`src/rtl/dbg_regfile_ctrl_if.sv`:
```
// Debug host bus: halt/resume control plus a single-outstanding register access
// channel between a debug bridge (master) and the halt controller (slave).
interface dbg_regfile_ctrl_if #(
    parameter int ADDR_W = 5,
    parameter int DATA_W = 32
);
    logic              dbg_halt_req;
    logic              dbg_resume_req;
    logic              dbg_halted;
    logic              dbg_req_valid;
    logic              dbg_req_ready;
    logic              dbg_req_we;
    logic [ADDR_W-1:0] dbg_req_addr;
    logic [DATA_W-1:0] dbg_req_wdata;
    logic              dbg_rsp_valid;
    logic [DATA_W-1:0] dbg_rsp_rdata;

    modport master (
        output dbg_halt_req, dbg_resume_req, dbg_req_valid, dbg_req_we,
               dbg_req_addr, dbg_req_wdata,
        input  dbg_halted, dbg_req_ready, dbg_rsp_valid, dbg_rsp_rdata
    );

    modport slave (
        input  dbg_halt_req, dbg_resume_req, dbg_req_valid, dbg_req_we,
               dbg_req_addr, dbg_req_wdata,
        output dbg_halted, dbg_req_ready, dbg_rsp_valid, dbg_rsp_rdata
    );
endinterface

```
`src/rtl/dbg_regfile_ctrl.sv`:
```
// Debug halt controller: drains the 3-stage pipeline on host request, then hands
// the register-file ports to the debug host until a resume is requested.
module dbg_regfile_ctrl #(
    parameter int DRAIN_CYCLES = 2,
    parameter int ADDR_W       = 5,
    parameter int DATA_W       = 32
) (
    input  logic              clk,
    input  logic              rst_n,
    dbg_regfile_ctrl_if.slave dbg,
    input  logic [ADDR_W-1:0] id_rs1_addr,
    input  logic [ADDR_W-1:0] id_rs2_addr,
    input  logic [ADDR_W-1:0] ex_rd_addr,
    input  logic              ex_rd_wen,
    input  logic [DATA_W-1:0] ex_rd_data,
    input  logic              ex_jump_en,
    output logic [ADDR_W-1:0] rf_raddr1,
    output logic [ADDR_W-1:0] rf_raddr2,
    input  logic [DATA_W-1:0] rf_rdata1,
    output logic [ADDR_W-1:0] rf_waddr,
    output logic              rf_wen,
    output logic [DATA_W-1:0] rf_wdata,
    output logic              hold_pc,
    output logic              flush_id
);
    localparam logic [1:0] ST_RUN    = 2'd0;
    localparam logic [1:0] ST_DRAIN  = 2'd1;
    localparam logic [1:0] ST_HALTED = 2'd2;
    localparam logic [1:0] ST_RESP   = 2'd3;

    localparam logic [3:0] DRAIN_LOAD = 4'(DRAIN_CYCLES);

    logic [1:0]        state_r;
    logic [1:0]        state_nxt_s;
    logic [3:0]        cnt_r;
    logic [3:0]        cnt_nxt_s;
    logic              accept_s;
    logic              core_owns_s;
    logic              halted_r;
    logic              ready_r;
    logic              rsp_valid_r;
    logic [DATA_W-1:0] rsp_rdata_r;
    logic              hold_r;

    assign accept_s    = ready_r & dbg.dbg_req_valid;
    assign core_owns_s = (state_r == ST_RUN) || (state_r == ST_DRAIN);

    // Next-state and drain-counter logic; a pending access always beats resume.
    always_comb begin
        state_nxt_s = state_r;
        cnt_nxt_s   = cnt_r;
        case (state_r)
            ST_RUN: begin
                if (dbg.dbg_halt_req) begin
                    state_nxt_s = ST_DRAIN;
                    cnt_nxt_s   = DRAIN_LOAD;
                end else begin
                    state_nxt_s = ST_RUN;
                end
            end
            ST_DRAIN: begin
                if (ex_jump_en) begin
                    cnt_nxt_s = DRAIN_LOAD;
                end else if (cnt_r <= 4'd1) begin
                    state_nxt_s = ST_HALTED;
                    cnt_nxt_s   = 4'd0;
                end else begin
                    cnt_nxt_s = cnt_r - 4'd1;
                end
            end
            ST_HALTED: begin
                if (accept_s) begin
                    state_nxt_s = ST_RESP;
                end else if (dbg.dbg_resume_req) begin
                    state_nxt_s = ST_RUN;
                end else begin
                    state_nxt_s = ST_HALTED;
                end
            end
            ST_RESP: begin
                state_nxt_s = ST_HALTED;
            end
            default: begin
                state_nxt_s = ST_RUN;
                cnt_nxt_s   = 4'd0;
            end
        endcase
    end

    // State, counter and status outputs, registered from the next-state decode.
    always_ff @(posedge clk or negedge rst_n) begin
        if (!rst_n) begin
            state_r     <= ST_RUN;
            cnt_r       <= 4'd0;
            halted_r    <= 1'b0;
            ready_r     <= 1'b0;
            rsp_valid_r <= 1'b0;
            hold_r      <= 1'b0;
        end else begin
            state_r     <= state_nxt_s;
            cnt_r       <= cnt_nxt_s;
            halted_r    <= (state_nxt_s == ST_HALTED) || (state_nxt_s == ST_RESP);
            ready_r     <= (state_nxt_s == ST_HALTED);
            rsp_valid_r <= (state_nxt_s == ST_RESP);
            hold_r      <= (state_nxt_s != ST_RUN);
        end
    end

    // Response data: captured on accept, held until the next response.
    always_ff @(posedge clk or negedge rst_n) begin
        if (!rst_n) begin
            rsp_rdata_r <= {DATA_W{1'b0}};
        end else if (accept_s) begin
            rsp_rdata_r <= dbg.dbg_req_we ? {DATA_W{1'b0}} : rf_rdata1;
        end else begin
            rsp_rdata_r <= rsp_rdata_r;
        end
    end

    // Register-file port mux; x0 writes from the host are suppressed.
    always_comb begin
        rf_raddr1 = id_rs1_addr;
        rf_raddr2 = id_rs2_addr;
        rf_waddr  = ex_rd_addr;
        rf_wen    = ex_rd_wen;
        rf_wdata  = ex_rd_data;
        if (core_owns_s) begin
            rf_raddr1 = id_rs1_addr;
        end else begin
            rf_raddr1 = dbg.dbg_req_addr;
            rf_raddr2 = {ADDR_W{1'b0}};
            rf_waddr  = dbg.dbg_req_addr;
            rf_wdata  = dbg.dbg_req_wdata;
            rf_wen    = accept_s & dbg.dbg_req_we &
                        (dbg.dbg_req_addr != {ADDR_W{1'b0}});
        end
    end

    assign dbg.dbg_halted    = halted_r;
    assign dbg.dbg_req_ready = ready_r;
    assign dbg.dbg_rsp_valid = rsp_valid_r;
    assign dbg.dbg_rsp_rdata = rsp_rdata_r;
    assign hold_pc           = hold_r;
    assign flush_id          = hold_r;
endmodule

```
`src/flat_wrapper.sv`:
```
// flat-port wrapper written by rule: the top's interface ports become plain ports
module dbg_regfile_ctrl_flat 
#(
    parameter int DRAIN_CYCLES = 2,
    parameter int ADDR_W       = 5,
    parameter int DATA_W       = 32
)
  (clk, rst_n, id_rs1_addr, id_rs2_addr, ex_rd_addr, ex_rd_wen, ex_rd_data, ex_jump_en, rf_raddr1, rf_raddr2, rf_rdata1, rf_waddr, rf_wen, rf_wdata, hold_pc, flush_id, dbg_dbg_halt_req, dbg_dbg_resume_req, dbg_dbg_req_valid, dbg_dbg_req_we, dbg_dbg_req_addr, dbg_dbg_req_wdata, dbg_dbg_halted, dbg_dbg_req_ready, dbg_dbg_rsp_valid, dbg_dbg_rsp_rdata);
  dbg_regfile_ctrl_if #(.ADDR_W(ADDR_W), .DATA_W(DATA_W)) dbg_i ();
  input  logic clk;
  input  logic rst_n;
  input  logic [ADDR_W-1:0] id_rs1_addr;
  input  logic [ADDR_W-1:0] id_rs2_addr;
  input  logic [ADDR_W-1:0] ex_rd_addr;
  input  logic ex_rd_wen;
  input  logic [DATA_W-1:0] ex_rd_data;
  input  logic ex_jump_en;
  output logic [ADDR_W-1:0] rf_raddr1;
  output logic [ADDR_W-1:0] rf_raddr2;
  input  logic [DATA_W-1:0] rf_rdata1;
  output logic [ADDR_W-1:0] rf_waddr;
  output logic rf_wen;
  output logic [DATA_W-1:0] rf_wdata;
  output logic hold_pc;
  output logic flush_id;
  input wire logic [$bits(dbg_i.dbg_halt_req)-1:0] dbg_dbg_halt_req;
  input wire logic [$bits(dbg_i.dbg_resume_req)-1:0] dbg_dbg_resume_req;
  input wire logic [$bits(dbg_i.dbg_req_valid)-1:0] dbg_dbg_req_valid;
  input wire logic [$bits(dbg_i.dbg_req_we)-1:0] dbg_dbg_req_we;
  input wire logic [$bits(dbg_i.dbg_req_addr)-1:0] dbg_dbg_req_addr;
  input wire logic [$bits(dbg_i.dbg_req_wdata)-1:0] dbg_dbg_req_wdata;
  output wire logic [$bits(dbg_i.dbg_halted)-1:0] dbg_dbg_halted;
  output wire logic [$bits(dbg_i.dbg_req_ready)-1:0] dbg_dbg_req_ready;
  output wire logic [$bits(dbg_i.dbg_rsp_valid)-1:0] dbg_dbg_rsp_valid;
  output wire logic [$bits(dbg_i.dbg_rsp_rdata)-1:0] dbg_dbg_rsp_rdata;
  assign dbg_i.dbg_halt_req = dbg_dbg_halt_req;
  assign dbg_i.dbg_resume_req = dbg_dbg_resume_req;
  assign dbg_i.dbg_req_valid = dbg_dbg_req_valid;
  assign dbg_i.dbg_req_we = dbg_dbg_req_we;
  assign dbg_i.dbg_req_addr = dbg_dbg_req_addr;
  assign dbg_i.dbg_req_wdata = dbg_dbg_req_wdata;
  assign dbg_dbg_halted = dbg_i.dbg_halted;
  assign dbg_dbg_req_ready = dbg_i.dbg_req_ready;
  assign dbg_dbg_rsp_valid = dbg_i.dbg_rsp_valid;
  assign dbg_dbg_rsp_rdata = dbg_i.dbg_rsp_rdata;
  dbg_regfile_ctrl #(.DRAIN_CYCLES(DRAIN_CYCLES), .ADDR_W(ADDR_W), .DATA_W(DATA_W)) u_core (.clk(clk), .rst_n(rst_n), .dbg(dbg_i), .id_rs1_addr(id_rs1_addr), .id_rs2_addr(id_rs2_addr), .ex_rd_addr(ex_rd_addr), .ex_rd_wen(ex_rd_wen), .ex_rd_data(ex_rd_data), .ex_jump_en(ex_jump_en), .rf_raddr1(rf_raddr1), .rf_raddr2(rf_raddr2), .rf_rdata1(rf_rdata1), .rf_waddr(rf_waddr), .rf_wen(rf_wen), .rf_wdata(rf_wdata), .hold_pc(hold_pc), .flush_id(flush_id));
endmodule
```
`config.mk`:
```
export PLATFORM = sky130hd
export DESIGN_NAME = dbg_regfile_ctrl_flat
export DESIGN_NICKNAME = d
export VERILOG_FILES = /design/src/rtl/dbg_regfile_ctrl_if.sv /design/src/rtl/dbg_regfile_ctrl.sv /design/src/flat_wrapper.sv
export SDC_FILE = /design/constraint.sdc
export NUM_CORES = 1
export LEC_CHECK = 0
export BUFFER_PORTS_ARGS = -buffer_cell sky130_fd_sc_hd__buf_2
export CAP_MARGIN = 20
export CORE_MARGIN = 1
export CORE_UTILIZATION = 38
export CTS_CLUSTER_SIZE = 14
export DETAILED_ROUTE_END_ITERATION = 10
export GPL_TIMING_DRIVEN = 0
export PLACE_DENSITY = 0.81
export SLEW_MARGIN = 10
export SYNTH_ARGS = -nofsm -noshare
export SYNTH_HDL_FRONTEND = slang
export SYNTH_SLANG_ARGS = --single-unit
```
`constraint.sdc`:
```
create_clock -name clk -period 1.6 [get_ports clk]
set_clock_uncertainty 0.1 [all_clocks]
set_input_delay 0 -clock clk [delete_from_list [all_inputs] [get_ports clk]]
set_output_delay 0 -clock clk [all_outputs]
set_load 0.02 [all_outputs]
```
# --- Word level (Yosys, flattened, before mapping) ---
# Cells that the tools add are included.
classes:
  addsub: 1
  order_cmp: 1
  n_eq_ne: 6
  n_mux: 16
  bitwise_logic: 3
  n_reduce_logical: 7
ops:
  columns: ["op", "count"]
  rows:
  - ["$mux W32", 2]
  - ["$mux W5", 3]
  - ["$mux W4", 3]
  - ["$eq A2 B2 Y1 const B", 4]
  - ["$mux W2", 4]
  - ["$pmux W2 S4", 1]
  - ["$pmux W4 S2", 1]
  - ["$reduce_bool A5 Y1", 1]
  - ["$le A4 B1 Y1 const B", 1]
  - ["$reduce_bool A2 Y1", 2]
  - ["$sub A4 B1 Y4 const B", 1]
  - ["$and A1 B1 Y1", 3]
  - ["$eq A2 B1 Y1 const B", 1]
  - ["$logic_not A2 Y1", 1]
  - ["$logic_or A1 B1 Y1", 2]
  - ["$mux W1", 2]
  - ["$ne A2 B2 Y1 const B", 1]
  - ["$reduce_and A2 Y1", 1]
totals:
  ff_bits: 42
  out_inout_bits: 85
  elab_cells: 41

# --- Depth between registers and ports, before layout ---
logic_depth:
  word_depth: 6
  ltp_mapped: 5

# --- Least setup slack after synthesis ---
# OpenSTA, ideal clock, no wires.
synth_path:
  path_kind: "register to register"
  start: "register u_core.ready_r, in the netlist u_core.dbg.dbg_req_ready"
  end: "register u_core.hold_r, in the netlist u_core.flush_id"
  setup_ps: 131
  arrival_ps: 1111
  path_slack_ps: 258
  stages_incl_launch_ff: 5
  n_path_buf: 1
  synth_period_minus_slack_ps: 1342
  path_cell_list: "dfrtp_1 nand2_1 buf_4 a21oi_1 or3_1"
synth_between:
  elab_chain_cells: 4
synth_lines:
  columns: ["item", "line", "source"]
  rows:
  - ["start: declaration", "dbg_regfile_ctrl.sv:40", "logic ready_r;"]
  - ["start signal: assignment", "dbg_regfile_ctrl.sv:103", "ready_r <= (state_nxt_s == ST_HALTED);"]
  - ["$and A1 B1 Y1", "dbg_regfile_ctrl.sv:45", "assign accept_s = ready_r & dbg.dbg_req_valid;"]
  - ["$mux W2", "dbg_regfile_ctrl.sv:72", "if (accept_s) begin"]
  - ["$pmux W2 S4", "dbg_regfile_ctrl.sv:52", "case (state_r)"]
  - ["$reduce_bool A2 Y1", "dbg_regfile_ctrl.sv:105", "hold_r <= (state_nxt_s != ST_RUN);"]
  - ["end signal: assignment", "dbg_regfile_ctrl.sv:105", null]
  - ["end: declaration", "dbg_regfile_ctrl.sv:43", "logic hold_r;"]
# No other way between the ends.
# A chain may end at the register's enable or synchronous reset.

# --- Worst setup path in the final report ---
layout_path:
  start: "register u_core.state_r[1]"
  end: "output rf_wdata[6]"
layout_between:
  elab_chain_cells: 3
layout_lines:
  columns: ["item", "line", "source"]
  rows:
  - ["start: declaration", "dbg_regfile_ctrl.sv:33", "logic [1:0] state_r;"]
  - ["start signal: assignment", "dbg_regfile_ctrl.sv:100", "state_r <= state_nxt_s;"]
  - ["$eq A2 B1 Y1 / $logic_not A2 Y1 (equally long branches)", "dbg_regfile_ctrl.sv:46", "assign core_owns_s = (state_r == ST_RUN) || (state_r == ST_DRAIN);"]
  - ["$logic_or A1 B1 Y1 (*)", "dbg_regfile_ctrl.sv:46", null]
  - ["$mux W32 (*)", "dbg_regfile_ctrl.sv:127", "if (core_owns_s) begin"]
  - ["end: declaration", "flat_wrapper.sv:23", "output logic [DATA_W-1:0] rf_wdata;"]
# Every way passes the cells marked *; elsewhere a longest branch is shown, timed or not.

==> metrics.csv <==
metric;value;unit
run_status;finished with violations;
violations;setup timing;
grt_max_degree;43;
synth-seq-cells;42;
fin_crit;1.61;ns
syn_to_final_growth;75.0;%
synth_area_per_cell;9.37;µm²
peakVddDrop;0.00100;V
holdWs;0.207;ns
grt_pass1_vias;2677;
vias_per_cell;4.84;
arrival;1.51;ns
placed_area;3530;µm²
path_max_fanout;10;
final_cell_mix;buf_2 (203), dfrtp_1 (42), nand2_1 (40), dlygate4sd3_1 (40), o21ai_0 (39);
cp-end-kind;output port;
clk_pin_slew_worst_paths;0.08;ns
synth_fa_ha_area_share;1.04;%
ys_seq_area_share;43.8;%
cts_tree;built;
setup_viol;7;
synthSimpleGateAreaFrac;19.0;%
drive_gt1_share;51.7;%
firstDrtPassIters;4;
rsz0062_at_grt;yes;
relSlewSlack;37.8;%
syn_inst;256;
synth_top_family_by_area;simple AND/OR/NAND/NOR gates;
io_buffers;208;
r2r-start;u_core.cnt_r[0];
final_hold_viol_count;0;
cellPowerDensity;1530;nW/µm²
synth.distinct_cells;31;
hp-class;in -> out;
chipHeight;81.5;µm
grt_pass1_wl;13000;µm
wirelength;8990;µm
power.total;6.45;mW
grt_util_all_layers;26.8;%
synth_xor_area_share;0.365;%
p_leak;2.23;nW
final_common_cell;buf_2;
final_util;70.1;%
die_w;81.5;µm
clk_path_buf_depth;2;
reg2reg_to;u_core.dbg.dbg_halted;
start_kind;flip-flop;
gp_congestion;0.799;
synth_area;2400;µm²
insertedDiodeCount;0;
tightestPinTransition;0.933;ns
r2r_setup_slack;0.14;ns
clkLatencyLatePin;0.30;ns
drc;0;
drt-initial-drc-count;83;
worst_slack;-0.0143;ns
hpwl;6360;µm
synth_compound_area_share;13.9;%
whs_path_depth;3;
path_class;reg -> out;
grt_overflow;0;
required;1.50;ns
cts_sinks;42;
syn-num-nets;382;
hp-start;ex_rd_wen;
pin_count;209;
cts_max_level;2;
ys_warn_count;0;
post-place-ws;0.165;ns
initial_utilization;40.1;%
maxCapViolCount;0;
r2r_cells;5;
num_rows;28;
wl_per_cell;15.2;µm
slew_violations;0;
core;5990;µm²
die-area;6640;µm²
worstHoldEndpoint;rf_wen;
cts-root-buf;clkbuf_8;
timing.final.crit_share;101;%
antenna_found_initial;0;
antenna_left;0;
vias;2861;
fmax;619;MHz
numCtsBuffers;5;
design_area;4200;µm²
synthMuxAreaShare;15.4;%
num-nets-final;641;
-- synth_stat cells --
| cell | instances | area [µm²] |
|---|---|---|
| dfrtp_1 | 42 | 1050 |
| o21ai_0 | 42 | 210 |
| nand2_1 | 40 | 150 |
| mux2_2 | 32 | 360 |
| nand2b_1 | 32 | 200 |
| inv_1 | 15 | 56.3 |
| buf_2 | 7 | 35.0 |
| clkbuf_1 | 6 | 22.5 |
| nor2b_1 | 6 | 37.5 |
| buf_4 | 4 | 30.0 |
| a21oi_1 | 3 | 15.0 |
| o21a_1 | 3 | 22.5 |
| ha_1 | 2 | 25.0 |
| nor2_1 | 2 | 7.51 |
| nor3_1 | 2 | 10.0 |
| o21ai_1 | 2 | 10.0 |
| o31ai_1 | 2 | 15.0 |
| a22oi_1 | 1 | 7.51 |
| a311oi_1 | 1 | 8.76 |
| buf_6 | 1 | 11.3 |
| mux2i_1 | 1 | 10.0 |
| nand3_1 | 1 | 5.00 |
| nand4_1 | 1 | 6.26 |
| nor3b_1 | 1 | 7.51 |
| nor3b_4 | 1 | 18.8 |
| o21bai_1 | 1 | 7.51 |
| o2bb2ai_1 | 1 | 8.76 |
| o41ai_4 | 1 | 27.5 |
| or3_1 | 1 | 6.26 |
| or4_1 | 1 | 7.51 |
| xnor2_1 | 1 | 8.76 |
-- kinds of logic (layout without fill, tap and decap cells) --
logic type | after synthesis | count (layout)
AOI/OAI and AO/OA | 57 | 57
xor gates and xnor gates | 1 | 1
adders and majority gates | 2 | 2
buffers and inverters | 33 | 293
DFF | 42 | 42
muxes | 33 | 33
and+or+nand+nor | 88 | 88
-- how the worst max path moves through the flow --
stage	start	to	slack (ns)	cells after the start
after floorplan	u_core.dbg.dbg_req_ready	u_core.flush_id	0.26	4
after global placement	u_core.cnt_r[0]	u_core.dbg.dbg_halted	0.20	5
after detailed placement	u_core.cnt_r[0]	u_core.dbg.dbg_halted	0.17	5
after CTS	u_core.state_r[1]	rf_wdata[7]	-0.01	3
after global routing	u_core.state_r[1]	rf_wdata[23]	-0.08	4
final	u_core.state_r[1]	rf_wdata[6]	-0.01	3
-- critical path: stages, from the launching register on --
cell and delay, ns:
dfrtp_1 0.41, buf_2 0.27, mux2_2 0.38, buf_2 0.16
-- sequential cells by signal, indices dropped and copies added, names as in the netlist --
name                      flops
u_core.dbg.dbg_req_ready      1
u_core.cnt_r                  4
u_core.dbg.dbg_halted         1
u_core.state_r                2
u_core.dbg.dbg_rsp_valid      1
u_core.flush_id               1
u_core.dbg.dbg_rsp_rdata     32
-- where the power goes --
part | switching [mW] | internal, mW
logic | 2.14 | 1.45
clock network | 0.381 | 0.666
registers | 0.284 | 1.53
-- stage by stage --
step,std cells,setup TNS (ns)
after global routing,591,-2.29
after floorplan,256,0
after global placement,539,0
after CTS,590,-0.0266
final,591,-0.0481
after detailed placement,539,0
-- final cells by class --
type	count	area, µm²
flip-flops and latches	42	1050
well taps	75	93.8
fillers	412	1790
repair buffers	252	1530
plain buffers	18	120
multi-input cells	181	1210
clock buffers	6	82.6
inverters	15	56.3
clock inverters	2	60.1
-- timing repair --
action / in CTS / in global routing
resized for setup: 19 / 12
endpoints found under the setup margin: 23 / 39
hold buffers: 40 / 0
setup buffers: 3 / 1
endpoints found under the hold margin: 81 / 0
-- per-layer routing --
layer	wire length, µm	GRT usage, %	share of wire [%]	vias to the layer above
met5	0	0	0	-
met4	259	10.4	2.9	0
met3	478	6.22	5.3	20
met2	4780	46.6	53	130
met1	3470	31.8	39	1336
li1	-	-	-	1375
No activity file was read; power rests on OpenSTA's default activity.
